## src/rtl/chip8_fb_pkg.sv

```systemverilog
// Shared framebuffer geometry, blitter state encoding and address helper
// for the Chip-8 display path.
package chip8_fb_pkg;

  localparam int FB_AW     = 9;
  localparam int FB_DW     = 16;
  localparam int MEM_AW    = 12;
  localparam int ROW_WORDS = 8;

  localparam int W_HI = 128;
  localparam int H_HI = 64;
  localparam int C_HI = 8;
  localparam int W_LO = 64;
  localparam int H_LO = 32;
  localparam int C_LO = 4;

  typedef enum logic [3:0] {
    ST_IDLE,
    ST_FETCH0,
    ST_FETCH1,
    ST_FETCH2,
    ST_RD0,
    ST_RD1,
    ST_WR0,
    ST_WR1,
    ST_DONE
  } state_t;

  // Lores shares the hires stride, so only the row count differs per mode.
  function automatic logic [FB_AW-1:0] fb_addr(input logic [5:0] row, input logic [2:0] col);
    return FB_AW'(row) * FB_AW'(ROW_WORDS) + FB_AW'(col);
  endfunction

endpackage

```

## src/rtl/sprite_align.sv

```systemverilog
// Aligns a 16-bit sprite row to the framebuffer word grid: the row is placed
// at pixel offset off, split across the word it starts in and the next one.
module sprite_align
  import chip8_fb_pkg::*;
(
  input  logic [FB_DW-1:0] s,
  input  logic [3:0]       off,
  output logic [FB_DW-1:0] m0,
  output logic [FB_DW-1:0] m1
);

  logic [2*FB_DW-1:0] m;

  always_comb begin
    m  = {s, {FB_DW{1'b0}}} >> off;
    m0 = m[2*FB_DW-1:FB_DW];
    m1 = m[FB_DW-1:0];
  end

endmodule

```

## src/rtl/sprite_blitter.sv

```systemverilog
// DXYN sprite draw engine: fetches sprite bytes and XORs them into the
// framebuffer by read-modify-write. Define SPRITE_WRAP_EN for wrap-around edges.
module sprite_blitter
  import chip8_fb_pkg::*;
(
  input  logic              clk,
  input  logic              res,
  input  logic              hires,
  input  logic              start,
  input  logic [6:0]        x,
  input  logic [5:0]        y,
  input  logic [3:0]        n,
  input  logic [MEM_AW-1:0] i_addr,
  output logic              busy,
  output logic              done,
  output logic              collision,
  output logic [MEM_AW-1:0] mem_addr,
  output logic              mem_rd,
  input  logic [7:0]        mem_data,
  output logic [FB_AW-1:0]  fbuf_addr,
  output logic              fbuf_we,
  output logic [FB_DW-1:0]  fbuf_wdata,
  input  logic [FB_DW-1:0]  fbuf_rdata
);

  state_t            state;
  logic              hires_l;
  logic              wide;
  logic [6:0]        x_l;
  logic [5:0]        y_l;
  logic [3:0]        n_l;
  logic [MEM_AW-1:0] ptr;
  logic [4:0]        row;
  logic [7:0]        b0;
  logic [7:0]        b1;

  logic [FB_DW-1:0]  sprite_s;
  logic [FB_DW-1:0]  m0;
  logic [FB_DW-1:0]  m1;
  logic [2:0]        col0;
  logic [2:0]        col1;
  logic [3:0]        c_lim;
  logic              col1_ok;
  logic              row_ok;
  logic              nrow_ok;
  logic              last_row;
  logic [4:0]        rows;
  logic [6:0]        yr;
  logic [5:0]        row_addr;
  logic [MEM_AW-1:0] ptr_next;
  logic [FB_AW-1:0]  a0;
  logic [FB_AW-1:0]  a1;

  sprite_align u_align (
    .s   (sprite_s),
    .off (x_l[3:0]),
    .m0  (m0),
    .m1  (m1)
  );

  always_comb begin
    sprite_s = wide ? {b0, b1} : {b0, 8'h00};
    rows     = wide ? 5'd16 : {1'b0, n_l};
    last_row = (row + 5'd1) == rows;
    ptr_next = ptr + (wide ? MEM_AW'(2) : MEM_AW'(1));
    col0     = x_l[6:4];
    c_lim    = hires_l ? 4'(C_HI) : 4'(C_LO);
    yr       = {1'b0, y_l} + {2'b00, row};
`ifdef SPRITE_WRAP_EN
    col1     = (col0 + 3'd1) & 3'(c_lim - 4'd1);
    col1_ok  = 1'b1;
    row_ok   = 1'b1;
    nrow_ok  = 1'b1;
    row_addr = hires_l ? yr[5:0] : {1'b0, yr[4:0]};
`else
    col1     = col0 + 3'd1;
    col1_ok  = ({1'b0, col0} + 4'd1) < c_lim;
    row_ok   = yr < (hires_l ? 7'(H_HI) : 7'(H_LO));
    nrow_ok  = (yr + 7'd1) < (hires_l ? 7'(H_HI) : 7'(H_LO));
    row_addr = yr[5:0];
`endif
    a0 = fb_addr(row_addr, col0);
    a1 = fb_addr(row_addr, col1);
  end

  // Write data is formed from fbuf_rdata on the edge that enters WR0/WR1,
  // so each write is driven during its own state and a reset there kills it.
  always_ff @(posedge clk or negedge res) begin
    if (!res) begin
      state      <= ST_IDLE;
      busy       <= 1'b0;
      done       <= 1'b0;
      collision  <= 1'b0;
      mem_addr   <= '0;
      mem_rd     <= 1'b0;
      fbuf_addr  <= '0;
      fbuf_we    <= 1'b0;
      fbuf_wdata <= '0;
      hires_l    <= 1'b0;
      wide       <= 1'b0;
      x_l        <= '0;
      y_l        <= '0;
      n_l        <= '0;
      ptr        <= '0;
      row        <= '0;
      b0         <= '0;
      b1         <= '0;
    end else begin
      mem_rd  <= 1'b0;
      fbuf_we <= 1'b0;
      case (state)
        ST_IDLE: begin
          if (start) begin
            hires_l   <= hires;
            x_l       <= x & 7'((hires ? W_HI : W_LO) - 1);
            y_l       <= y & 6'((hires ? H_HI : H_LO) - 1);
            n_l       <= n;
            wide      <= (n == 4'd0);
            ptr       <= i_addr;
            row       <= '0;
            collision <= 1'b0;
            busy      <= 1'b1;
            mem_addr  <= i_addr;
            mem_rd    <= 1'b1;
            state     <= ST_FETCH0;
          end
        end
        ST_FETCH0: begin
          if (!row_ok) begin
            done  <= 1'b1;
            state <= ST_DONE;
          end else begin
            if (wide) begin
              mem_addr <= ptr + MEM_AW'(1);
              mem_rd   <= 1'b1;
            end
            state <= ST_FETCH1;
          end
        end
        ST_FETCH1: begin
          b0 <= mem_data;
          if (wide) begin
            state <= ST_FETCH2;
          end else begin
            fbuf_addr <= a0;
            state     <= ST_RD0;
          end
        end
        ST_FETCH2: begin
          b1        <= mem_data;
          fbuf_addr <= a0;
          state     <= ST_RD0;
        end
        ST_RD0: begin
          fbuf_addr <= a1;
          state     <= ST_RD1;
        end
        ST_RD1: begin
          fbuf_addr  <= a0;
          fbuf_we    <= 1'b1;
          fbuf_wdata <= fbuf_rdata ^ m0;
          if (|(fbuf_rdata & m0)) collision <= 1'b1;
          state <= ST_WR0;
        end
        ST_WR0: begin
          fbuf_addr <= a1;
          if (col1_ok) begin
            fbuf_we    <= 1'b1;
            fbuf_wdata <= fbuf_rdata ^ m1;
            if (|(fbuf_rdata & m1)) collision <= 1'b1;
          end
          state <= ST_WR1;
        end
        ST_WR1: begin
          ptr <= ptr_next;
          row <= row + 5'd1;
          if (last_row) begin
            done  <= 1'b1;
            state <= ST_DONE;
          end else begin
            mem_addr <= ptr_next;
            mem_rd   <= nrow_ok;
            state    <= ST_FETCH0;
          end
        end
        ST_DONE: begin
          done  <= 1'b0;
          busy  <= 1'b0;
          state <= ST_IDLE;
        end
        default: state <= ST_IDLE;
      endcase
    end
  end

endmodule

```

## config.mk

```make
export PLATFORM = sky130hd
export DESIGN_NAME = sprite_blitter
export DESIGN_NICKNAME = d
export VERILOG_FILES = /design/src/rtl/chip8_fb_pkg.sv /design/src/rtl/sprite_align.sv /design/src/rtl/sprite_blitter.sv
export SDC_FILE = /design/constraint.sdc
export NUM_CORES = 1
export LEC_CHECK = 0
export CAP_MARGIN = 20
export CORE_MARGIN = 4
export CORE_UTILIZATION = 45
export DETAILED_ROUTE_END_ITERATION = 16
export HOLD_SLACK_MARGIN = 0.03
export PLACE_DENSITY_LB_ADDON = 0.1
export SETUP_SLACK_MARGIN = 0.2
export SLEW_MARGIN = 5
export SYNTH_ARGS = -nofsm -noshare
export SYNTH_HDL_FRONTEND = slang
export SYNTH_SLANG_ARGS = --single-unit
```

## constraint.sdc

```tcl
create_clock -name clk -period 3.2 [get_ports clk]
set_clock_uncertainty 0.1 [all_clocks]
set_input_delay 0.48 -clock clk [delete_from_list [all_inputs] [get_ports clk]]
set_output_delay 0.48 -clock clk [all_outputs]
set_load 0.01 [all_outputs]
```

==> results.py <==
metrics = {
    "status": {
        "run_status": "complete, no violations",
    },
    "flow_run": {
        "max_cap_viol_count": 0,
    },
    "sta": {
        "report.final.hold_viol_count": 0,
        "maxSlewHeadroom_pct": 55.7,
        "period_minus_slack_ps": 3160,
        "worst_pin_slew_ps": 664,
        "fmax_mhz": 317,
        "finalMaxSlewViolations": 0,
        "finalHoldWorstSlack_ps": 56.0,
        "setup_ws_post_layout_ps": 40.7,
        "setup_violations": 0,
        "final_clock_period_utilization_by_the_worst_path_pct": 98.7,
        "grt_setup_unrepaired": "true",
    },
    "logic_synthesis": {
        "synth.lib_cells_used.distinct": 66,
        "postSynthCellCount": 699,
        "synth_flop_cell": "dfrtp_1",
        "synth_sequential_area_ratio_pct": 37.4,
        "synth_top_cells_by_area": "dfrtp_1 37%, mux2_2 11%, o21ai_0 3.9%, nand2_1 3.8%, a21oi_1 3.4%",
        "synth_edf_count": 0,
        "post_synth_most_frequent_cells": "98 x dfrtp_1, 66 x nand2_1, 63 x mux2_2",
        "ys_ff_latch": 98,
        "asyncSetResetFlopFracSynth_pct": 100,
        "syn_area_sq_um": 6550,
        "post-synth-top-count-cell": "dfrtp_1",
        "synth_nets": 771,
        "yosysWarnings": 0,
        "avgSynthCellArea_sq_um": 9.37,
        "synth.top_cell.area_share_pct": 37.4,
        "post-synth-top-area-cell": "dfrtp_1",
    },
    "placed_design": {
        "finalWeightedCongestion": 0.964,
        "detailed_placement_wirelength_estimate_microns": 14700,
        "pre_cts_slack_ps": -61.1,
        "port_buffers": 98,
    },
    "global_routing": {
        "global_route_wire_length_before_repair_microns": 31600,
        "antenna_violations_before_repair": 0,
        "grt_overflow_total": 0,
        "grt_max_degree": 51,
        "grt_util_all_layers_pct": 23.9,
        "first_global_vias": 5936,
    },
    "drt": {
        "detail_route.first_pass.iterations": 5,
        "detail_route.wirelength_microns": 19500,
        "final_routed_wire_length_divided_by_cell_count_microns": 19.7,
        "routed_via_density": 5.97,
        "drc_errors": 0,
        "ant_nets": 0,
        "number_of_vias_after_detailed_routing": 5925,
        "number_of_violations_reported_at_the_end_of_detailed_routing_iteration_0": 459,
    },
    "clock_tree": {
        "holdBufCountCts": 0,
        "clk_slew_on_worst_s_h_paths_ps": 70,
        "cts_buffer_depth": 2,
        "numCtsBuffers": 9,
        "htreeDepth": 3,
        "cts_tree": "built",
        "ctsRootBufferMaster": "clkbuf_16",
        "tritoncts_num_sinks": 98,
        "clk_latency_ps": 350,
    },
    "min_path": {
        "worst_hold_path_type": "in2async",
    },
    "critical_path": {
        "start_kind": "flip-flop",
        "critical_path.endpoint": "mem_addr[2]$_DFFE_PN0P_",
        "reg2reg_slack_ps": 40,
        "cp.buffers_inverters": 2,
        "path_max_fanout": 6,
        "worst-endpoint-arrival_ps": 3290,
        "r2r_cells": 14,
        "crit_path_max_incr_delay_ps": 380,
        "critical-path-slowest-cell": "dfrtp_1",
        "timing.rr.end": "mem_addr[2]$_DFFE_PN0P_",
        "worst-path-stages": 14,
        "crit_path_launch": "y_l[0]$_DFFE_PN0P_",
        "crit_family": "compound AO/OA/AOI/OAI gates",
        "critPathKind": "reg2reg",
        "worstPathRequired_ps": 3330,
        "cp_cell_sequence": "ha_2 > fa_2 > a21o_1 > a21oi_2 > nor2b_1 > o21a_1 > ha_4 > o21ai_2 > a311oi_2 > nand2_1 > o211ai_1 > buf_4 > clkbuf_16 > mux2_4",
        "regToRegStartpoint": "y_l[0]$_DFFE_PN0P_",
        "cp-end-kind": "flip-flop",
    },
    "power_and_ir_drop": {
        "sequentialPowerShare_pct": 26.2,
        "total_power_mw": 9.51,
        "power_switching_mw": 4.02,
        "internal_power_mw": 5.49,
        "share_comb_of_total_power_pct": 61.0,
        "power.ir.vdd_worst_mv": 0.495,
        "static_power_due_to_leakage_nw": 3.55,
        "clock_power_share_pct": 12.8,
        "power.density_cell_area_nw_per_um2": 1140,
        "power.switching_fraction_pct": 42.3,
    },
    "finish": {
        "num-fill-cells": 1268,
        "final_core_utilization_pct": 59.4,
        "num_antenna_cells": 0,
        "syn_to_final_growth_pct": 27.8,
        "nets_finish": 882,
        "ff_latch_area_sq_um": 2450,
        "area_of_the_multi_input_gates_sq_um": 3940,
        "drive_gt1_share_pct": 18.7,
    },
    "floorplan": {
        "rows": 43,
        "design.die.area_sq_um": 16600,
        "die_y_microns": 129,
        "boundaryPins": 99,
        "placeableCoreArea_sq_um": 14100,
        "start_util_pct": 46.5,
        "die_width_microns": 129,
    },
}
[stage by stage]
| stage | TNS (ps) | std cells | instance area (sq um) |
|---|---|---|---|
| 2_1_floorplan | -243 | 699 | 6600 |
| 3_3_place_gp | 0 | 972 | 7950 |
| 3_5_place_dp | -281 | 972 | 7950 |
| 4_1_cts | -39.2 | 991 | 8360 |
| 5_1_grt | -854 | 993 | 8370 |
| 6_report | 0 | 993 | 8370 |
[metal layers]
metal  GRT usage, %  vias up  part of all wire, %
met3           4.15       25                  5.4
met5              0        -                    0
met1           30.8     2883                   42
li1               -     2807                    -
met2           41.7      210                   51
met4           5.99        0                  1.5
[how the worst min path moves through the flow]
stage | end | slack, ps | depth (start not counted) | startpoint
6_report | b1[1]$_DFFE_PN0P_ | 60 | 1 | res
5_1_grt | b0[2]$_DFFE_PN0N_ | 120 | 1 | res
3_5_place_dp | fbuf_wdata[15]$_DFFE_PN0P_ | 370 | 2 | fbuf_wdata[15]$_DFFE_PN0P_
2_1_floorplan | b0[0]$_DFFE_PN0N_ | 80 | 0 | res
4_1_cts | b0[2]$_DFFE_PN0N_ | 80 | 1 | res
3_3_place_gp | fbuf_wdata[7]$_DFFE_PN0P_ | 370 | 2 | fbuf_wdata[7]$_DFFE_PN0P_
[power by group through the flow]
stage               combinational [mW]  clock (mW)  sequential [mW]
floorplan                         3.79           0             2.36
finish                            5.80        1.22             2.49
global route                      6.33        1.30             2.59
detailed placement                5.67           0             2.51
CTS                               5.81        1.25             2.49
global placement                  5.63           0             2.46
[placed cells by master (no fill, tap or decap), drive strengths merged, types with 7 or more instances in the layout]
cell type and n:
dfrtp 98, clkdlybuf4s50 97, nand2 66, mux2 63
nor2 53, o21ai 51, buf 48, a21oi 44
nand3 27, mux2i 20, xor2 19, nor3 18
xnor2 15, ha 13, clkbuf 13, a22o 11
and3 11, a22oi 10, nand2b 10, inv 9
nor2b 7, a221o 7
[sequential cells by signal (all words and copies together), names as in the netlist, 4 cells and up]
signal	count
b0	8
fbuf_wdata	16
b1	8
mem_addr	12
x_l	7
row	5
n_l	4
y_l	6
state	4
ptr	12
fbuf_addr	9
[kinds of logic after synthesis]
group	after synthesis	synth area share, %
AND/OR/NAND/NOR	215	15.3
adder cells (fa/ha/maj)	15	3.09
AO/OA/AOI/OAI	193	19.8
multiplexers	89	15.9
buffers and inverters	55	3.84
XOR/XNOR	34	4.55
flip-flops	98	37.4
[area by class of cell]
cell class	instances	share of cell area (%)
clock buffers	12	3.18
inverters	9	0.403
clock inverters	2	0.717
flip-flops and latches	98	29.3
multi-input cells	546	47.1
repair buffers	146	16.6
well taps	180	2.69
[worst reg2reg max path: stages, from the launching register on]
cell       delay, ps
dfrtp_1          380
ha_2             200
fa_2             340
a21o_1           180
a21oi_2          160
nor2b_1           60
o21a_1           210
ha_4             280
o21ai_2           50
a311oi_2         240
nand2_1          110
o211ai_1         130
buf_4            170
clkbuf_16        150
mux2_4           290
[timing repair]
item                                    in CTS  in global routing
setup buffers                                4                  2
pin swaps                                    8                  1
endpoints found under the setup margin      12                 12
gates resized for setup                      6                  2
cloned                                       1                  0
endpoints found under the hold margin        0                  0
Power figures use the tool's default switching activity.
